[config.mk]
export PLATFORM = sky130hd
export DESIGN_NAME = axi_crossbar_addr_adm
export DESIGN_NICKNAME = d
export VERILOG_FILES = /design/src/rtl/axi_crossbar_addr_adm_pkg.sv /design/src/rtl/axi_crossbar_addr_adm_tracker.sv /design/src/rtl/axi_crossbar_addr_adm.sv
export SDC_FILE = /design/constraint.sdc
export NUM_CORES = 1
export LEC_CHECK = 0
export BUFFER_PORTS_ARGS = -buffer_cell sky130_fd_sc_hd__buf_2
export CORE_MARGIN = 1
export CORE_UTILIZATION = 60
export DETAILED_ROUTE_END_ITERATION = 12
export GPL_TIMING_DRIVEN = 0
export HOLD_SLACK_MARGIN = 0.08
export MAX_ROUTING_LAYER = met4
export PLACE_DENSITY = 0.79
export SLEW_MARGIN = 20
export SYNTH_ARGS = -nofsm -noshare
export SYNTH_HDL_FRONTEND = slang
export SYNTH_SLANG_ARGS = --single-unit
[constraint.sdc]
create_clock -name clk -period 9.1 [get_ports clk]
set_input_delay 0.455 -clock clk [delete_from_list [all_inputs] [get_ports clk]]
set_output_delay 0.455 -clock clk [all_outputs]
set_load 0.005 [all_outputs]
[src/rtl/axi_crossbar_addr_adm_pkg.sv]
// Shared types and elaboration helpers for the crossbar slave-port address admission stage.
package axi_crossbar_addr_adm_pkg;

    typedef struct packed {
        logic a;
        logic wc;
        logic rc;
    } out_valid_t;

    function automatic int unsigned clog2_min1(input int unsigned n);
        return (n > 1) ? $clog2(n) : 1;
    endfunction

    function automatic int unsigned min_u(input int unsigned a, input int unsigned b);
        return (a < b) ? a : b;
    endfunction

endpackage

[src/rtl/axi_crossbar_addr_adm_tracker.sv]
// Per-ID thread tracker: keeps transactions of one ID on a single destination and counts them.
module axi_crossbar_addr_adm_tracker
    import axi_crossbar_addr_adm_pkg::*;
#(
    parameter int unsigned N     = 2,
    parameter int unsigned IdW   = 8,
    parameter int unsigned DestW = 3,
    parameter int unsigned CntW  = 5
) (
    input  logic             clk,
    input  logic             rst_n,
    input  logic [IdW-1:0]   req_id_i,
    input  logic [DestW-1:0] req_dest_i,
    input  logic             start_i,
    input  logic [IdW-1:0]   cpl_id_i,
    input  logic             cpl_valid_i,
    output logic             admit_o,
    output logic             cpl_hit_o
);

    logic [IdW-1:0]   id_q     [N];
    logic [DestW-1:0] dest_q   [N];
    logic [CntW-1:0]  cnt_q    [N];
    logic [CntW-1:0]  cnt_d    [N];
    logic [CntW-1:0]  cnt_post [N];
    logic [N-1:0]     cpl_hit, act_post, id_hit, dest_ok, sel_oh;
    logic             free_found;

    // Admission sees counts after this cycle's completion, so a draining thread is reusable.
    always_comb begin
        cpl_hit    = '0;
        act_post   = '0;
        id_hit     = '0;
        dest_ok    = '0;
        sel_oh     = '0;
        free_found = 1'b0;
        cnt_post   = '{default: '0};
        cnt_d      = '{default: '0};
        for (int t = 0; t < N; t++) begin
            cpl_hit[t]  = cpl_valid_i && (cnt_q[t] != '0) && (id_q[t] == cpl_id_i);
            cnt_post[t] = cnt_q[t] - CntW'(cpl_hit[t]);
            act_post[t] = cnt_post[t] != '0;
            id_hit[t]   = act_post[t] && (id_q[t] == req_id_i);
            dest_ok[t]  = dest_q[t] == req_dest_i;
        end
        if (|id_hit) begin
            sel_oh = id_hit;
        end else begin
            for (int t = 0; t < N; t++) begin
                if (!act_post[t] && !free_found) begin
                    sel_oh[t]  = 1'b1;
                    free_found = 1'b1;
                end
            end
        end
        admit_o   = (|id_hit) ? |(id_hit & dest_ok) : free_found;
        cpl_hit_o = |cpl_hit;
        for (int t = 0; t < N; t++) begin
            cnt_d[t] = cnt_post[t] + CntW'(start_i && sel_oh[t]);
        end
    end

    always_ff @(posedge clk or negedge rst_n) begin
        if (!rst_n) begin
            for (int t = 0; t < N; t++) begin
                id_q[t]   <= '0;
                dest_q[t] <= '0;
                cnt_q[t]  <= '0;
            end
        end else begin
            for (int t = 0; t < N; t++) begin
                cnt_q[t] <= cnt_d[t];
                if (start_i && sel_oh[t] && !act_post[t]) begin
                    id_q[t]   <= req_id_i;
                    dest_q[t] <= req_dest_i;
                end
            end
        end
    end

endmodule

[src/rtl/axi_crossbar_addr_adm.sv]
// Address decode and admission control for one crossbar slave port; one transaction per cycle.
module axi_crossbar_addr_adm
    import axi_crossbar_addr_adm_pkg::*;
#(
    parameter int unsigned S          = 0,
    parameter int unsigned S_COUNT    = 4,
    parameter int unsigned M_COUNT    = 4,
    parameter int unsigned ADDR_WIDTH = 32,
    parameter int unsigned ID_WIDTH   = 8,
    parameter int unsigned S_THREADS  = 2,
    parameter int unsigned S_ACCEPT   = 16,
    parameter int unsigned M_REGIONS  = 1,
    parameter logic [M_COUNT*M_REGIONS*ADDR_WIDTH-1:0] M_BASE_ADDR = '0,
    parameter logic [M_COUNT*M_REGIONS*32-1:0] M_ADDR_WIDTH = {M_COUNT{{M_REGIONS{32'd24}}}},
    parameter logic [M_COUNT*S_COUNT-1:0] M_CONNECT = '1,
    parameter logic [M_COUNT-1:0] M_SECURE = '0,
    parameter logic [M_COUNT*32-1:0] M_ISSUE = {M_COUNT{32'd4}},
    parameter bit WC_OUTPUT = 1'b0,
    localparam int unsigned CL_M_COUNT = clog2_min1(M_COUNT)
) (
    input  logic                  clk,
    input  logic                  rst_n,
    input  logic [ID_WIDTH-1:0]   s_axi_aid,
    input  logic [ADDR_WIDTH-1:0] s_axi_aaddr,
    input  logic [2:0]            s_axi_aprot,
    input  logic                  s_axi_avalid,
    output logic                  s_axi_aready,
    input  logic [M_COUNT-1:0]    cfg_m_enable,
    output logic [3:0]            m_axi_aregion,
    output logic [CL_M_COUNT-1:0] m_select,
    output logic                  m_axi_avalid,
    input  logic                  m_axi_aready,
    output logic [CL_M_COUNT-1:0] m_wc_select,
    output logic                  m_wc_decerr,
    output logic                  m_wc_valid,
    input  logic                  m_wc_ready,
    output logic                  m_rc_decerr,
    output logic                  m_rc_valid,
    input  logic                  m_rc_ready,
    input  logic [ID_WIDTH-1:0]   s_cpl_id,
    input  logic [CL_M_COUNT-1:0] s_cpl_select,
    input  logic                  s_cpl_decerr,
    input  logic                  s_cpl_valid
);

    localparam int unsigned NR     = M_COUNT * M_REGIONS;
    localparam int unsigned CL_REG = clog2_min1(M_REGIONS);
    localparam int unsigned THR    = min_u(S_THREADS, S_ACCEPT);
    localparam int unsigned CNT_W  = $clog2(S_ACCEPT + 1);
    localparam int unsigned DEST_W = 1 + CL_M_COUNT + CL_REG;

    // Auto-pack assigns each region the next base aligned to its own size.
    function automatic logic [NR*ADDR_WIDTH-1:0] calc_base_addrs();
        logic [NR*ADDR_WIDTH-1:0] res = '0;
        logic [63:0] nxt = '0;
        logic [63:0] size;
        if (M_BASE_ADDR != '0) return M_BASE_ADDR;
        for (int k = 0; k < NR; k++) begin
            if (M_ADDR_WIDTH[k*32 +: 32] != 0) begin
                size = 64'd1 << M_ADDR_WIDTH[k*32 +: 32];
                nxt  = (nxt + size - 64'd1) & ~(size - 64'd1);
                res[k*ADDR_WIDTH +: ADDR_WIDTH] = nxt[ADDR_WIDTH-1:0];
                nxt  = nxt + size;
            end
        end
        return res;
    endfunction

    localparam logic [NR*ADDR_WIDTH-1:0] BASE = calc_base_addrs();

    function automatic bit cfg_ok();
        bit ok = 1'b1;
        logic [63:0] bk, bl;
        int unsigned wk, wl, wm;
        for (int k = 0; k < NR; k++) begin
            wk = M_ADDR_WIDTH[k*32 +: 32];
            bk = 64'(BASE[k*ADDR_WIDTH +: ADDR_WIDTH]);
            if (wk != 0 && (wk < 12 || wk > ADDR_WIDTH)) ok = 1'b0;
            if (wk != 0 && (bk & ((64'd1 << wk) - 64'd1)) != 64'd0) ok = 1'b0;
            for (int l = k + 1; l < NR; l++) begin
                wl = M_ADDR_WIDTH[l*32 +: 32];
                bl = 64'(BASE[l*ADDR_WIDTH +: ADDR_WIDTH]);
                wm = (wk > wl) ? wk : wl;
                if (wk != 0 && wl != 0 && (bk >> wm) == (bl >> wm)) ok = 1'b0;
            end
        end
        for (int i = 0; i < M_COUNT; i++) begin
            if (M_ISSUE[i*32 +: 32] == 0) ok = 1'b0;
        end
        return ok;
    endfunction

    if (!cfg_ok()) begin : g_bad_cfg
        $fatal(1, "axi_crossbar_addr_adm: invalid address map or M_ISSUE");
    end

    logic                  match, thr_admit, cpl_hit, admit, out_free, issue_ok;
    logic [CL_M_COUNT-1:0] dec_m;
    logic [CL_REG-1:0]     dec_r;
    logic [DEST_W-1:0]     dest;
    logic [CNT_W-1:0]      total_q, total_d, total_post;
    logic [M_COUNT-1:0]    issue_dec;
    logic [31:0]           issue_q    [M_COUNT];
    logic [31:0]           issue_d    [M_COUNT];
    logic [31:0]           issue_post [M_COUNT];
    out_valid_t            vld_q, vld_d;
    logic [CL_M_COUNT-1:0] sel_q;
    logic [3:0]            region_q;
    logic                  decerr_q;
    logic                  unused_prot;

    assign unused_prot = ^{s_axi_aprot[2], s_axi_aprot[0]};

    // Ascending scan so the highest matching master/region wins.
    always_comb begin
        match = 1'b0;
        dec_m = '0;
        dec_r = '0;
        for (int i = 0; i < M_COUNT; i++) begin
            for (int j = 0; j < M_REGIONS; j++) begin
                if (M_ADDR_WIDTH[(i*M_REGIONS+j)*32 +: 32] != 0 && M_CONNECT[S+i*S_COUNT] &&
                    !(M_SECURE[i] && s_axi_aprot[1]) && cfg_m_enable[i] &&
                    (s_axi_aaddr >> M_ADDR_WIDTH[(i*M_REGIONS+j)*32 +: 32]) ==
                    (BASE[(i*M_REGIONS+j)*ADDR_WIDTH +: ADDR_WIDTH] >>
                     M_ADDR_WIDTH[(i*M_REGIONS+j)*32 +: 32])) begin
                    match = 1'b1;
                    dec_m = CL_M_COUNT'(i);
                    dec_r = CL_REG'(j);
                end
            end
        end
    end

    assign dest = match ? {1'b0, dec_m, (M_REGIONS > 1) ? dec_r : CL_REG'(0)}
                        : {1'b1, {(DEST_W-1){1'b0}}};

    axi_crossbar_addr_adm_tracker #(
        .N     (THR),
        .IdW   (ID_WIDTH),
        .DestW (DEST_W),
        .CntW  (CNT_W)
    ) u_tracker (
        .clk         (clk),
        .rst_n       (rst_n),
        .req_id_i    (s_axi_aid),
        .req_dest_i  (dest),
        .start_i     (s_axi_aready),
        .cpl_id_i    (s_cpl_id),
        .cpl_valid_i (s_cpl_valid),
        .admit_o     (thr_admit),
        .cpl_hit_o   (cpl_hit)
    );

    always_comb begin
        total_post = total_q - CNT_W'(cpl_hit);
        total_d    = total_post + CNT_W'(s_axi_aready);
        issue_dec  = '0;
        issue_post = '{default: '0};
        issue_d    = '{default: '0};
        for (int i = 0; i < M_COUNT; i++) begin
            issue_dec[i]  = cpl_hit && !s_cpl_decerr && (s_cpl_select == CL_M_COUNT'(i));
            issue_post[i] = issue_q[i] - 32'(issue_dec[i]);
            issue_d[i]    = issue_post[i] + 32'(s_axi_aready && match && dec_m == CL_M_COUNT'(i));
        end
        issue_ok = issue_post[dec_m] < M_ISSUE[dec_m*32 +: 32];
        out_free = (!vld_q.a || m_axi_aready) && (!vld_q.wc || m_wc_ready || !WC_OUTPUT) &&
                   (!vld_q.rc || m_rc_ready);
        admit    = (32'(total_post) < S_ACCEPT) && thr_admit && (!match || issue_ok);
        s_axi_aready = s_axi_avalid && out_free && admit;
    end

    always_comb begin
        vld_d = vld_q;
        if (m_axi_aready) vld_d.a = 1'b0;
        if (m_wc_ready)   vld_d.wc = 1'b0;
        if (m_rc_ready)   vld_d.rc = 1'b0;
        if (s_axi_aready) vld_d = '{a: match, wc: WC_OUTPUT, rc: !match};
    end

    always_ff @(posedge clk or negedge rst_n) begin
        if (!rst_n) begin
            vld_q    <= '0;
            sel_q    <= '0;
            region_q <= '0;
            decerr_q <= 1'b0;
            total_q  <= '0;
            for (int i = 0; i < M_COUNT; i++) issue_q[i] <= '0;
        end else begin
            if (cpl_hit) assert (total_q != '0) else $error("total outstanding underflow");
            vld_q   <= vld_d;
            total_q <= total_d;
            for (int i = 0; i < M_COUNT; i++) issue_q[i] <= issue_d[i];
            if (s_axi_aready) begin
                sel_q    <= dec_m;
                region_q <= 4'(dec_r);
                decerr_q <= !match;
            end
        end
    end

    assign m_axi_aregion = region_q;
    assign m_select      = sel_q;
    assign m_axi_avalid  = vld_q.a;
    assign m_wc_select   = sel_q;
    assign m_wc_decerr   = decerr_q;
    assign m_wc_valid    = vld_q.wc;
    assign m_rc_decerr   = decerr_q;
    assign m_rc_valid    = vld_q.rc;

endmodule
# ---- After elaboration in Yosys (flattened, before gate mapping)
# Cells that the tools add are included.
dict set report word_totals {
  reg_bits 173
  elab_cells 125
}
dict set report op_classes {
  n_addsub 14
  magnitude_cmp 3
  n_eq_ne 15
  shift 1
  muxes 21
  n_bitwise 2
  reduce_logical 53
}
# op n
set op_table {}
lappend op_table {{adder 32 x 1 -> 32 bit} 4}
lappend op_table {{indexed part select 128 x 8 -> 32 bit, first input constant} 1}
lappend op_table {{subtractor 32 x 1 -> 32 bit} 4}
lappend op_table {{binary-select mux 32 bit (select 2 bit)} 1}
lappend op_table {{2-to-1 mux 32 bit} 2}
lappend op_table {{equality test 8 bit} 4}
lappend op_table {{zero test 32 bit} 1}
lappend op_table {{< comparator 32 bit} 1}
lappend op_table {{logical AND 1 bit} 30}
lappend op_table {{nonzero test 5 bit} 4}
lappend op_table {{equality test 8 x 2 -> 1 bit, second input constant} 2}
lappend op_table {{adder 5 x 1 -> 5 bit} 3}
lappend op_table {{subtractor 5 x 1 -> 5 bit} 3}
lappend op_table {{2-to-1 mux 1 bit} 13}
lappend op_table {{equality test 2 bit, second input constant} 4}
lappend op_table {{equality test 4 bit} 2}
lappend op_table {{equality test 8 x 1 -> 1 bit, second input constant} 1}
lappend op_table {{zero test 1 bit} 7}
lappend op_table {{2-to-1 mux 2 bit} 3}
lappend op_table {{nonzero test 2 bit} 3}
lappend op_table {{OR reduction 2 bit} 3}
lappend op_table {{< comparator 5 bit, second input constant} 1}
lappend op_table {{equality test 2 x 1 -> 1 bit, second input constant} 2}
lappend op_table {{zero test 2 bit} 2}
lappend op_table {{other kinds (6)} 8}

# ---- Longest topological paths before layout
dict set report depth {
  ltp_word 18
  mapped_depth 33
}

# ---- By module
# From an unflattened synthesis, not the netlist that was laid out.
dict set report unflattened {
  cells_unflattened 1459
  area_unflattened_um2 13212.7
}
# module n_inst cells_each area_each_um2 seq_area_each_um2
set by_module_without_submodules {}
lappend by_module_without_submodules {axi_crossbar_addr_adm 1 1287 11045.6 3453.3}
lappend by_module_without_submodules {axi_crossbar_addr_adm_tracker 1 172 2167.1 850.8}

# ---- Worst setup path after synthesis
# No wires, ideal clock.
dict set report synth_path {
  path_kind {input-to-reg}
  startpoint {input s_cpl_id[4]}
  endpoint {register issue_q[23] (netlist name)}
  setup_ns 0.137
  arrival_time_ns 6.570
  required_time_ns 8.963
  setup_slack_ns 2.393
  stages 33
  path_buffers 5
  path_cell_list {xor2_1 -> nor4_1 -> nand4_1 -> nor4_1 -> nor2_1 -> nor2_1 -> nand2_1 -> nor2_1 -> ha_1 -> or4b_1 -> clkbuf_1 -> or2_2 -> clkbuf_1 -> buf_2 -> or4_1 -> xor2_1 -> nand2_1 -> o21ai_0 -> nand4_1 -> nor4_1 -> nand2b_1 -> nor2_1 -> ha_1 -> a21boi_0 -> a21boi_1 -> and2_1 -> clkbuf_1 -> nand2_1 -> or2_2 -> clkbuf_1 -> nor2_1 -> o32ai_1 -> xor2_1}
}
# item line
set synth_rtl {}
lappend synth_rtl {{from (decl)} axi_crossbar_addr_adm.sv:40} ;# input logic [ID_WIDTH-1:0] s_cpl_id,
lappend synth_rtl {{to (decl)} axi_crossbar_addr_adm.sv:103} ;# logic [31:0] issue_q [M_COUNT];

==> qor.log <==
INFO  floorplanning  floorplan.initialDensity=61.97%
INFO  pwr            switchingPower=0.4113mW
INFO  detailed_routing drt_drc_violations_left=0
INFO  synthesis      synth_enable_flop_cells=0
INFO  sta            max_slew_margin=36.84%
INFO  sta            final-max-slew-violation-count=0
INFO  setup_path     slowest_stage=sky130_fd_sc_hd__or4b_1
INFO  pwr            power.density=111.7mW/mm²
INFO  synthesis      sequential_cell_area_fraction_in_the_yosys_report=33.50%
INFO  global_route   grt_pass1_wl=53420µm
INFO  synthesis      syn_inst=1412
INFO  pwr            clkPwrFrac=47.4%
INFO  cts            cts_max_path_buffers=2
INFO  synthesis      synth_ff_type=sky130_fd_sc_hd__dfrtp_1
INFO  cts            clkSinkCount=170
INFO  detailed_routing vias_per_cell=6.419
INFO  setup_path     critPathRequiredTime=9.41ns
INFO  hold_path      hold_class=in2reg
INFO  final_layout   finish.net_count=1575
INFO  cts            clock_latency=0.45ns
INFO  sta            timing.final.setup_violations=0
INFO  sta            fin_setup_tns=0ns
INFO  setup_path     worst-endpoint-arrival=8.79ns
INFO  detailed_routing drt_pass1_iterations=6
INFO  sta            fmax=118.0MHz
INFO  synthesis      synth.most_common_cell=sky130_fd_sc_hd__dfrtp_1
INFO  detailed_routing route.vias.total=11330
INFO  pwr            switching_share=26.34%
INFO  pwr            comb_power_share=4.0%
INFO  placed_design  gpl.final_weighted_congestion=0.9762
INFO  cts            numCtsBuffers=17
INFO  sta            finClkSkew=0.01929ns
INFO  detailed_routing drt_iter0_markers=1202
INFO  floorplanning  core_area=0.02049mm²
INFO  sta            pin_slew_with_the_least_headroom_to_its_limit=0.9396ns
INFO  global_route   grt_antenna_before_repair=0
INFO  pwr            seq_power_share=48.6%
INFO  sta            hold_slack=0.1962ns
INFO  floorplanning  io-pin-count=79
INFO  sta            layout_worst_path_cycle_share=93.16%
INFO  setup_path     type_of_destination_of_the_critical_path=flip-flop
INFO  status         outcome=finished, final reports clean
INFO  setup_path     path_max_fanout=10
INFO  synthesis      postSynthAreaPerCell=8.994µm²
INFO  floorplanning  floorplan.die.width=147.5µm
INFO  global_route   grt_start_max_net_pins=97
INFO  final_layout   fin_util=68.24%
INFO  synthesis      synth.largest_area_cell=sky130_fd_sc_hd__dfrtp_1
INFO  setup_path     timing.reg2reg.worst_path_depth=33
INFO  final_layout   drive_gt1_share=11.44%
INFO  placed_design  count_of_input_and_output_buffers=44
INFO  synthesis      async_flop_share=100.0%
INFO  synthesis      synth-seq-cells=170
INFO  pwr            cellLeakagePower=6.004nW
INFO  cts            htree_levels=4
INFO  floorplanning  design.die.area=0.02175mm²
INFO  synthesis      post_synth_num_cell_types=85
INFO  detailed_routing route.final.wire_length=32700µm
INFO  global_route   globalRouteTotalUtil=31.88%
INFO  synthesis      biggest_area_contributors_in_the_synthesized_netlist=sky130_fd_sc_hd__dfrtp_1, sky130_fd_sc_hd__xnor2_1, sky130_fd_sc_hd__xor2_1
INFO  floorplanning  fp.dieH=147.5µm
INFO  sta            min_period=8.477ns
INFO  final_layout   antennaDiodeCount=0
INFO  floorplanning  rows=52
INFO  synthesis      yosysWarnings=0
INFO  placed_design  dpl.hpwl=24080µm
INFO  cts            tritoncts_clock_tree=built
INFO  hold_path      timing.hold.worst_path_depth=2
INFO  sta            grt_setup_unrepaired=no
INFO  pwr            vdd_ir_drop_max=0.09878mV
INFO  global_route   first_global_vias=10540
INFO  run            timing.max_cap.violations=0
INFO  detailed_routing detail-route-antenna-nets=0
INFO  setup_path     timing.critical_path.from_type=flip-flop
INFO  detailed_routing wl_per_cell=18.53µm
INFO  sta            final-hold-violation-count=0
INFO  synthesis      ys_top_cells_by_count=sky130_fd_sc_hd__dfrtp_1, sky130_fd_sc_hd__xnor2_1, sky130_fd_sc_hd__nor2_1
INFO  global_route   grt_overflow_total=0
INFO  synthesis      netlist_area=0.01270mm²
INFO  cts            cts.clk_slew.worst_paths=0.08ns
INFO  final_layout   area_growth_syn_to_layout=10.13%
INFO  synthesis      yosysTopAreaCellShare=33.50%
INFO  setup_path     critical_path_class=reg2reg
INFO  setup_path     critPathMaxStageDelay=0.46ns
INFO  pwr            cellInternalPower=1.150mW
INFO  cts            clockRootBuffer=sky130_fd_sc_hd__clkbuf_16
-- cell families (layout without fill, tap and decap cells) --
group / Yosys count / in the layout / synth area share (%)
buffers and inverters: 99 / 178 / 3.241
and+or+nand+nor: 608 / 608 / 27.66
AOI/OAI and AO/OA: 207 / 207 / 11.49
DFF: 170 / 170 / 33.50
adders and majority gates: 28 / 28 / 2.759
xor gates and xnor gates: 252 / 252 / 17.38
other: 1 / 5 / 0.02953
muxes: 47 / 47 / 3.951
-- per-layer routing --
| metal | vias to the layer above | GRT usage (%) | share of wire (%) |
|---|---|---|---|
| met5 | - | - | 0 |
| met4 | 0 | 11.65 | 2.8 |
| met3 | 87 | 5.772 | 7.5 |
| met2 | 518 | 48.92 | 46 |
| met1 | 5465 | 42.22 | 44 |
| li1 | 5260 | - | - |
-- cell type report --
class	count	area [µm²]
well taps	270	337.8
multi-input cells	1147	8092
plain buffers	68	295.3
inverters	31	116.4
clock inverters	15	170.2
clock buffers	17	425.4
repair buffers	47	295.3
flip-flops and latches	170	4254
fillers	1603	6509
-- placed cells by master (no fill, tap or decap), types with 31 or more instances in the layout --
| cell type | n |
|---|---|
| sky130_fd_sc_hd__a21oi_1 | 38 |
| sky130_fd_sc_hd__nand3_1 | 37 |
| sky130_fd_sc_hd__dfrtp_1 | 170 |
| sky130_fd_sc_hd__buf_2 | 51 |
| sky130_fd_sc_hd__xnor2_1 | 146 |
| sky130_fd_sc_hd__clkbuf_1 | 50 |
| sky130_fd_sc_hd__nor3_1 | 55 |
| sky130_fd_sc_hd__o21ai_0 | 45 |
| sky130_fd_sc_hd__nor2_1 | 110 |
| sky130_fd_sc_hd__inv_1 | 31 |
| sky130_fd_sc_hd__xor2_1 | 106 |
| sky130_fd_sc_hd__nand2_1 | 100 |
| sky130_fd_sc_hd__nor4_1 | 59 |
-- critical path: cells and delay by family, from the launching register on --
kind,cells,cell delay (ns)
AND/OR/NAND/NOR,18,4.23
AO/OA/AOI/OAI,5,1.44
buffers and inverters,5,1.06
XOR/XNOR,3,0.59
adder cells (fa/ha/maj),2,0.56
flip-flops,1,0.42
-- power groups by stage --
| stage | logic (mW) | registers [mW] | clock network (mW) |
|---|---|---|---|
| 5_1_grt | 0.0711 | 0.759 | 0.779 |
| 4_1_cts | 0.0633 | 0.759 | 0.748 |
| 6_report | 0.0627 | 0.759 | 0.740 |
| 2_1_floorplan | 0.0244 | 0.774 | 0 |
| 3_3_place_gp | 0.0573 | 0.774 | 0 |
| 3_5_place_dp | 0.0624 | 0.774 | 0 |
-- per-stage QoR --
stage	power [mW]	area (µm²)	worst slack (ns)	cells
floorplan	0.7985	12710	2.393	1416
global placement	0.8314	13270	-0.03790	1730
detailed placement	0.8365	13350	-0.05293	1732
CTS	1.570	13950	0.008536	1765
global route	1.609	13990	0.006033	1765
finish	1.562	13990	0.6228	1765
-- repair_timing --
item,4_1_cts,5_1_grt
hold buffers,1,0
setup endpoints to repair,0,44
endpoints found under the hold margin,74,0
buffers inserted,0,0
resized for setup,0,7
-- state kept, by name (all words and copies together), names as in the netlist --
signal and flops:
m_axi_avalid 1, u_tracker.dest_q 6, m_rc_valid 1, u_tracker.cnt_q 10
total_q 5, u_tracker.id_q 16, issue_q 128, m_rc_decerr 1
m_select 2
-- final timing paths --
check,from,endpoint,slack (ns)
min reg2reg,u_tracker.cnt_q[9]$_DFF_PN0_,u_tracker.cnt_q[9]$_DFF_PN0_,0.50
max,u_tracker.id_q[1]$_DFFE_PN0P_,issue_q[23]$_DFF_PN0_,0.62
max in group asynchronous,rst_n,u_tracker.cnt_q[5]$_DFF_PN0_,7.72
min in group asynchronous,rst_n,issue_q[42]$_DFF_PN0_,0.62
min,m_rc_ready,m_rc_valid$_DFFE_PN0P_,0.20
max reg2reg,u_tracker.id_q[1]$_DFFE_PN0P_,issue_q[23]$_DFF_PN0_,0.62
Power figures use the tool's default switching activity.
